<file path="src/rtl/fwd_pkg.sv">
// Purpose:      shared types and default constants for the decode forwarding unit.
// Latency:      n/a (types and constants only).
// Backpressure: n/a.
// Contents: fwdTag_t producer tag {vld, regIdx, isLoad}; default parameter values.
package fwd_pkg;

   // Default configuration of decode_fwd_unit.
   localparam int FWD_DATA_W     = 16;
   localparam int FWD_NUM_REGS   = 8;
   localparam int FWD_NUM_RD     = 2;
   localparam int FWD_DEPTH      = 3;
   localparam int FWD_LOAD_STAGE = 2;

   // Register index field is sized for the largest supported register file
   // (256 entries); narrower indices are zero-extended into it.
   localparam int FWD_MAX_REG_W  = 8;

   // One in-flight producer: entry k of the tag pipeline describes the
   // instruction currently sitting in stage k after decode.
   typedef struct packed {
      logic                     vld;
      logic [FWD_MAX_REG_W-1:0] regIdx;
      logic                     isLoad;
   } fwdTag_t;

endpackage : fwd_pkg

</file>
<file path="src/rtl/fwd_port_sel.sv">
// Purpose:      youngest-match forwarding select for one decode read port.
// Latency:      combinational, zero cycles.
// Backpressure: none; raises needStall when the youngest match is a load not yet ready.
// Ports: rdReq/rdReg request, tags from the tag pipeline, stageData result buses,
//        rfData register-file value, rdData forwarded operand, needStall.
module fwd_port_sel
   import fwd_pkg::*;
#(
   parameter int DATA_W     = FWD_DATA_W,
   parameter int DEPTH      = FWD_DEPTH,
   parameter int LOAD_STAGE = FWD_LOAD_STAGE
) (
   input  logic                     rdReq,
   input  logic [FWD_MAX_REG_W-1:0] rdReg,
   input  fwdTag_t [DEPTH-1:0]      tags,
   input  logic [DEPTH*DATA_W-1:0]  stageData,
   input  logic [DATA_W-1:0]        rfData,
   output logic [DATA_W-1:0]        rdData,
   output logic                     needStall
);

   // Scan oldest to youngest so the last hit (lowest k) wins. Both outputs
   // are rewritten on every hit, so an older ready producer can never mask
   // a younger one whose load data is not available yet.
   always_comb begin
      rdData    = rfData;
      needStall = 1'b0;
      for (int k = DEPTH - 1; k >= 0; k--) begin
         if (rdReq && tags[k].vld && (tags[k].regIdx == rdReg)) begin
            if (!tags[k].isLoad || (k >= LOAD_STAGE)) begin
               rdData    = stageData[k*DATA_W +: DATA_W];
               needStall = 1'b0;
            end else begin
               rdData    = rfData;
               needStall = 1'b1;
            end
         end
      end
   end

endmodule : fwd_port_sel

</file>
<file path="src/rtl/decode_fwd_unit.sv">
// Purpose:      operand forwarding and load-use stall detection at decode.
// Latency:      rdData/stall combinational (zero cycles); tag pipeline advances one stage per cycle.
// Backpressure: hold freezes the tag pipeline; stall inserts a bubble instead of the issuing instruction.
// Ports: clk, rst_n (async active-low); issue_* describe the instruction leaving decode;
//        rd_req/rd_reg/rf_data per read port; stage_data per tracked stage;
//        rd_data forwarded operands; stall; stall_cnt (only with FWD_STALL_CNT_EN).
// Optional feature: define FWD_STALL_CNT_EN to add the saturating stall_cnt counter.
module decode_fwd_unit
   import fwd_pkg::*;
#(
   parameter int DATA_W       = FWD_DATA_W,
   parameter int NUM_REGS     = FWD_NUM_REGS,
   parameter int NUM_RD       = FWD_NUM_RD,
   parameter int DEPTH        = FWD_DEPTH,
   parameter int LOAD_STAGE   = FWD_LOAD_STAGE,
   localparam int REG_W       = $clog2(NUM_REGS)
) (
   input  logic                     clk,
   input  logic                     rst_n,
   input  logic                     issue_valid,
   input  logic                     issue_wr_en,
   input  logic [REG_W-1:0]         issue_wr_reg,
   input  logic                     issue_is_load,
   input  logic                     hold,
   input  logic [NUM_RD-1:0]        rd_req,
   input  logic [NUM_RD*REG_W-1:0]  rd_reg,
   input  logic [NUM_RD*DATA_W-1:0] rf_data,
   input  logic [DEPTH*DATA_W-1:0]  stage_data,
   output logic [NUM_RD*DATA_W-1:0] rd_data,
   output logic                     stall
`ifdef FWD_STALL_CNT_EN
   ,
   output logic [15:0]              stall_cnt
`endif
);

   fwdTag_t [DEPTH-1:0] tagQ;
   fwdTag_t             newTag;
   logic [NUM_RD-1:0]   portStall;

   // A stalled decode instruction must not enter the pipeline; a bubble
   // takes its place so the blocking load keeps moving toward LOAD_STAGE.
   always_comb begin
      newTag        = '0;
      newTag.vld    = issue_valid & issue_wr_en & ~stall;
      newTag.regIdx = FWD_MAX_REG_W'(issue_wr_reg);
      newTag.isLoad = issue_is_load;
   end

   always_ff @(posedge clk or negedge rst_n) begin
      if (!rst_n) begin
         tagQ <= '0;
      end else if (!hold) begin
         tagQ[0] <= newTag;
         for (int k = 1; k < DEPTH; k++) begin
            tagQ[k] <= tagQ[k-1];
         end
      end
   end

   for (genvar p = 0; p < NUM_RD; p++) begin : gPort
      logic [FWD_MAX_REG_W-1:0] rdRegExt;
      assign rdRegExt = FWD_MAX_REG_W'(rd_reg[p*REG_W +: REG_W]);

      fwd_port_sel #(
         .DATA_W     (DATA_W),
         .DEPTH      (DEPTH),
         .LOAD_STAGE (LOAD_STAGE)
      ) uSel (
         .rdReq     (rd_req[p]),
         .rdReg     (rdRegExt),
         .tags      (tagQ),
         .stageData (stage_data),
         .rfData    (rf_data[p*DATA_W +: DATA_W]),
         .rdData    (rd_data[p*DATA_W +: DATA_W]),
         .needStall (portStall[p])
      );
   end

   assign stall = |portStall;

`ifdef FWD_STALL_CNT_EN
   logic [15:0] stallCntQ;

   // Counts only cycles in which the stall actually costs an issue slot;
   // held cycles are charged to the downstream stall instead.
   always_ff @(posedge clk or negedge rst_n) begin
      if (!rst_n) begin
         stallCntQ <= '0;
      end else if (stall && !hold && (stallCntQ != 16'hFFFF)) begin
         stallCntQ <= stallCntQ + 16'd1;
      end
   end

   assign stall_cnt = stallCntQ;
`endif

endmodule : decode_fwd_unit

</file>
<file path="config.mk">
export PLATFORM = sky130hd
export DESIGN_NAME = decode_fwd_unit
export DESIGN_NICKNAME = d
export VERILOG_FILES = /design/src/rtl/fwd_pkg.sv /design/src/rtl/fwd_port_sel.sv /design/src/rtl/decode_fwd_unit.sv
export SDC_FILE = /design/constraint.sdc
export NUM_CORES = 1
export LEC_CHECK = 0
export ABC_AREA = 1
export CORE_MARGIN = 1.5
export CORE_UTILIZATION = 46
export DETAILED_ROUTE_END_ITERATION = 10
export PLACE_DENSITY = 0.88
export SYNTH_ARGS = -nofsm -noshare
export SYNTH_HDL_FRONTEND = slang
export SYNTH_SLANG_ARGS = --single-unit
</file>
<file path="constraint.sdc">
create_clock -name clk -period 3.02 [get_ports clk]
set_input_delay 0.453 -clock clk [delete_from_list [all_inputs] [get_ports clk]]
set_output_delay 0.453 -clock clk [all_outputs]
set_load 0.05 [all_outputs]
</file>
==> qor.txt <==
outcome: finished clean
clk sinks: 14
CP startpoint kind: input port
post_cts resized: 0
cells on worst reg2reg path: 3
Synth cell types: 21
Initial DRT Pass Iterations: 6
reg-to-reg endpoint: tagQ[10]$_DFFE_PN0N_
fin util: 77.11%
Clock Pin Slew Worst Setup and Hold Paths: 0.05 ns
max reg flops: 14
top cells by area in the synthesized netlist: nand2_1 45%, dfrtp_1 12%, nand3_1 12%
Antenna Cells: 0
post-CTS setup repair buffer count: 0
Worst Path Max Fanout: 16
CTS max path bufs: 2
DRC violation count after routing: 0
Die H: 81.11 microns
H-tree depth: 1
CTS Root Cell: clkbuf_8
unrepaired setup endpoints after global routing: no
f_max: 353.8 MHz
Largest Register: tagQ
CP Class: input port to output pin
mapped cell area: 0.002806 sq mm
first-pass GRT wire length: 17920 microns
die width: 81.11 microns
post-synthesis cell count: 603
P_leak: 2.539 nW
Synth top area share: 44.67%
Max Cap Violations: 0
initial antenna violation count: 0
Congestion Overflow GR: 0
Max Clock Skew: 0.007922 ns
Synth Register Bits: 14
YS warnings: 0
Worst R2R Start: tagQ[0]$_DFFE_PN0N_
Core ar.: 0.005921 sq mm
Power Dens Cells: 300.7 mW/mm^2
Slew @ Worst Pin: 0.8486 ns
number of CTS-inserted buffers: 3
WP data required: 2.57 ns
Largest regs: tagQ: 14 flops
area delta synth->final: 62.68%
vias per cell: 5.338
syn_area_per_cell: 4.654 sq um
wire length per cell: 13.87 microns
vias in the first global route: 3876
Hold-fix buffers, CTS: 0
Routed WL: 11090 microns
Top Ports: 130
final number of hold-violating endpoints: 0
final setup fails: 0
TritonCTS clock tree: built
syn nets: 700
Nets: 822
Slew Viols, Final: 0
Tmin final: 2.826 ns
Initial Utilization: 47.40%
Antenna Nets Post-Route: 0
post-synthesis sequential area ratio: 12.48%
Initial DRC Count: 460
hold_sp: tagQ[22]$_DFFE_PN0N_
area leader, netlist: nand2_1
share of layout cells above drive strength 1: 8.978%
fin crit share: 93.59%
Worst R2R Setup Slack: 1.27 ns
Crit. End Element: output pin
hold endpoint: tagQ[22]$_DFFE_PN0N_
Tightest Hold Check Type: flip-flop to flip-flop
gpl congestion: 1.016
largest net degree at the start of global routing: 51
IO Port Bufs: 129
CP Data Arrival Time: 2.37 ns
worst vdd ir: 302.7 uV
Die Area: 0.006579 sq mm
Final HPWL DP: 8469 microns
Rows: 28
max_slew headroom: 43.25%
hold path depth: 2
Worst-Skew Late Latency: 0.25 ns
Setup TNS: 0 ns
via count: 4265
GRT Util Overall: 34.73%
[layout by cell type (no fill, tap or decap), drive strengths merged]
cell / n
dfrtp: 14
nor3: 1
inv: 70
nand2: 338
clkdlybuf4s50: 96
clkinv: 1
o21ai: 10
clkbuf: 4
a21oi: 41
buf: 49
nand3: 68
nor2: 32
[critical path: stages]
cell and delay [ns]:
clkdlybuf4s50_1 0.60, nor2_1 0.12, nor3_4 0.43, nand2_4 0.23
nand2_1 0.11, nand3_1 0.07, nand2_1 0.11, nand2_1 0.09
buf_12 0.16
[cells in the mapped netlist, drive strengths merged]
| library cell | count |
|---|---|
| nand2 | 338 |
| nand3 | 68 |
| inv | 70 |
| nor2 | 32 |
| nor3 | 1 |
| o21ai | 10 |
| clkinv | 1 |
| buf | 14 |
| clkbuf | 14 |
| dfrtp | 14 |
| a21oi | 41 |
[through the flow]
step | area, sq um | cells | worst slack, ns | power (mW) | hold WS [ns]
3_3_place_gp | 4511 | 795 | 0.2857 | 1.166 | 0.5105
6_report | 4566 | 799 | 0.1937 | 1.373 | 0.5334
5_1_grt | 4566 | 799 | 0.01540 | 1.461 | 0.5630
3_5_place_dp | 4511 | 795 | 0.2484 | 1.180 | 0.5212
2_1_floorplan | 2806 | 603 | 0.9656 | 0.7173 | 0.1574
4_1_cts | 4566 | 799 | 0.2432 | 1.368 | 0.5336
[layout make-up]
cell class,count,area [sq um]
clock buffer,4,55.05
fill,507,1355
inverter,71,266.5
multi-input combinational,490,2046
sequential,14,350.3
tap,75,93.84
timing repair buffer,145,1754
[where the power goes]
part           total, mW  leakage, nW  internal (mW)  switching [mW]
clock              0.187       0.0288          0.116          0.0715
sequential         0.226        0.166          0.208          0.0180
combinational      0.960         2.34          0.422           0.538
total               1.37         2.54          0.746           0.627
[metal layers]
layer	global-route usage, %	share of wire [%]	up-vias	routed length [microns]
li1	-	-	2082	-
met5	0	0	-	0
met2	57.25	44	277	4915
met4	13.97	3.9	0	427
met3	5.056	12	43	1276
met1	45.29	40	1863	4465
[how the worst max path moves through the flow]
stage                    from     endpoint  slack, ns
global route        rd_reg[1]   rd_data[0]       0.02
finish              rd_reg[1]   rd_data[1]       0.19
floorplan           rd_reg[5]  rd_data[21]       0.97
detailed placement  rd_reg[1]   rd_data[7]       0.25
global placement    rd_reg[5]  rd_data[22]       0.29
CTS                 rd_reg[2]   rd_data[7]       0.24
[kinds of logic (layout without fill, tap and decap cells)]
kind of cell / count (synthesis) / count (layout) / share of synthesized area [%]
flip-flops: 14 / 14 / 12.48
buffers and inverters: 99 / 220 / 14.62
AND/OR/NAND/NOR: 439 / 439 / 63.53
AO/OA/AOI/OAI: 51 / 51 / 9.363
Note: power is estimated with default switching activity, not from simulation.
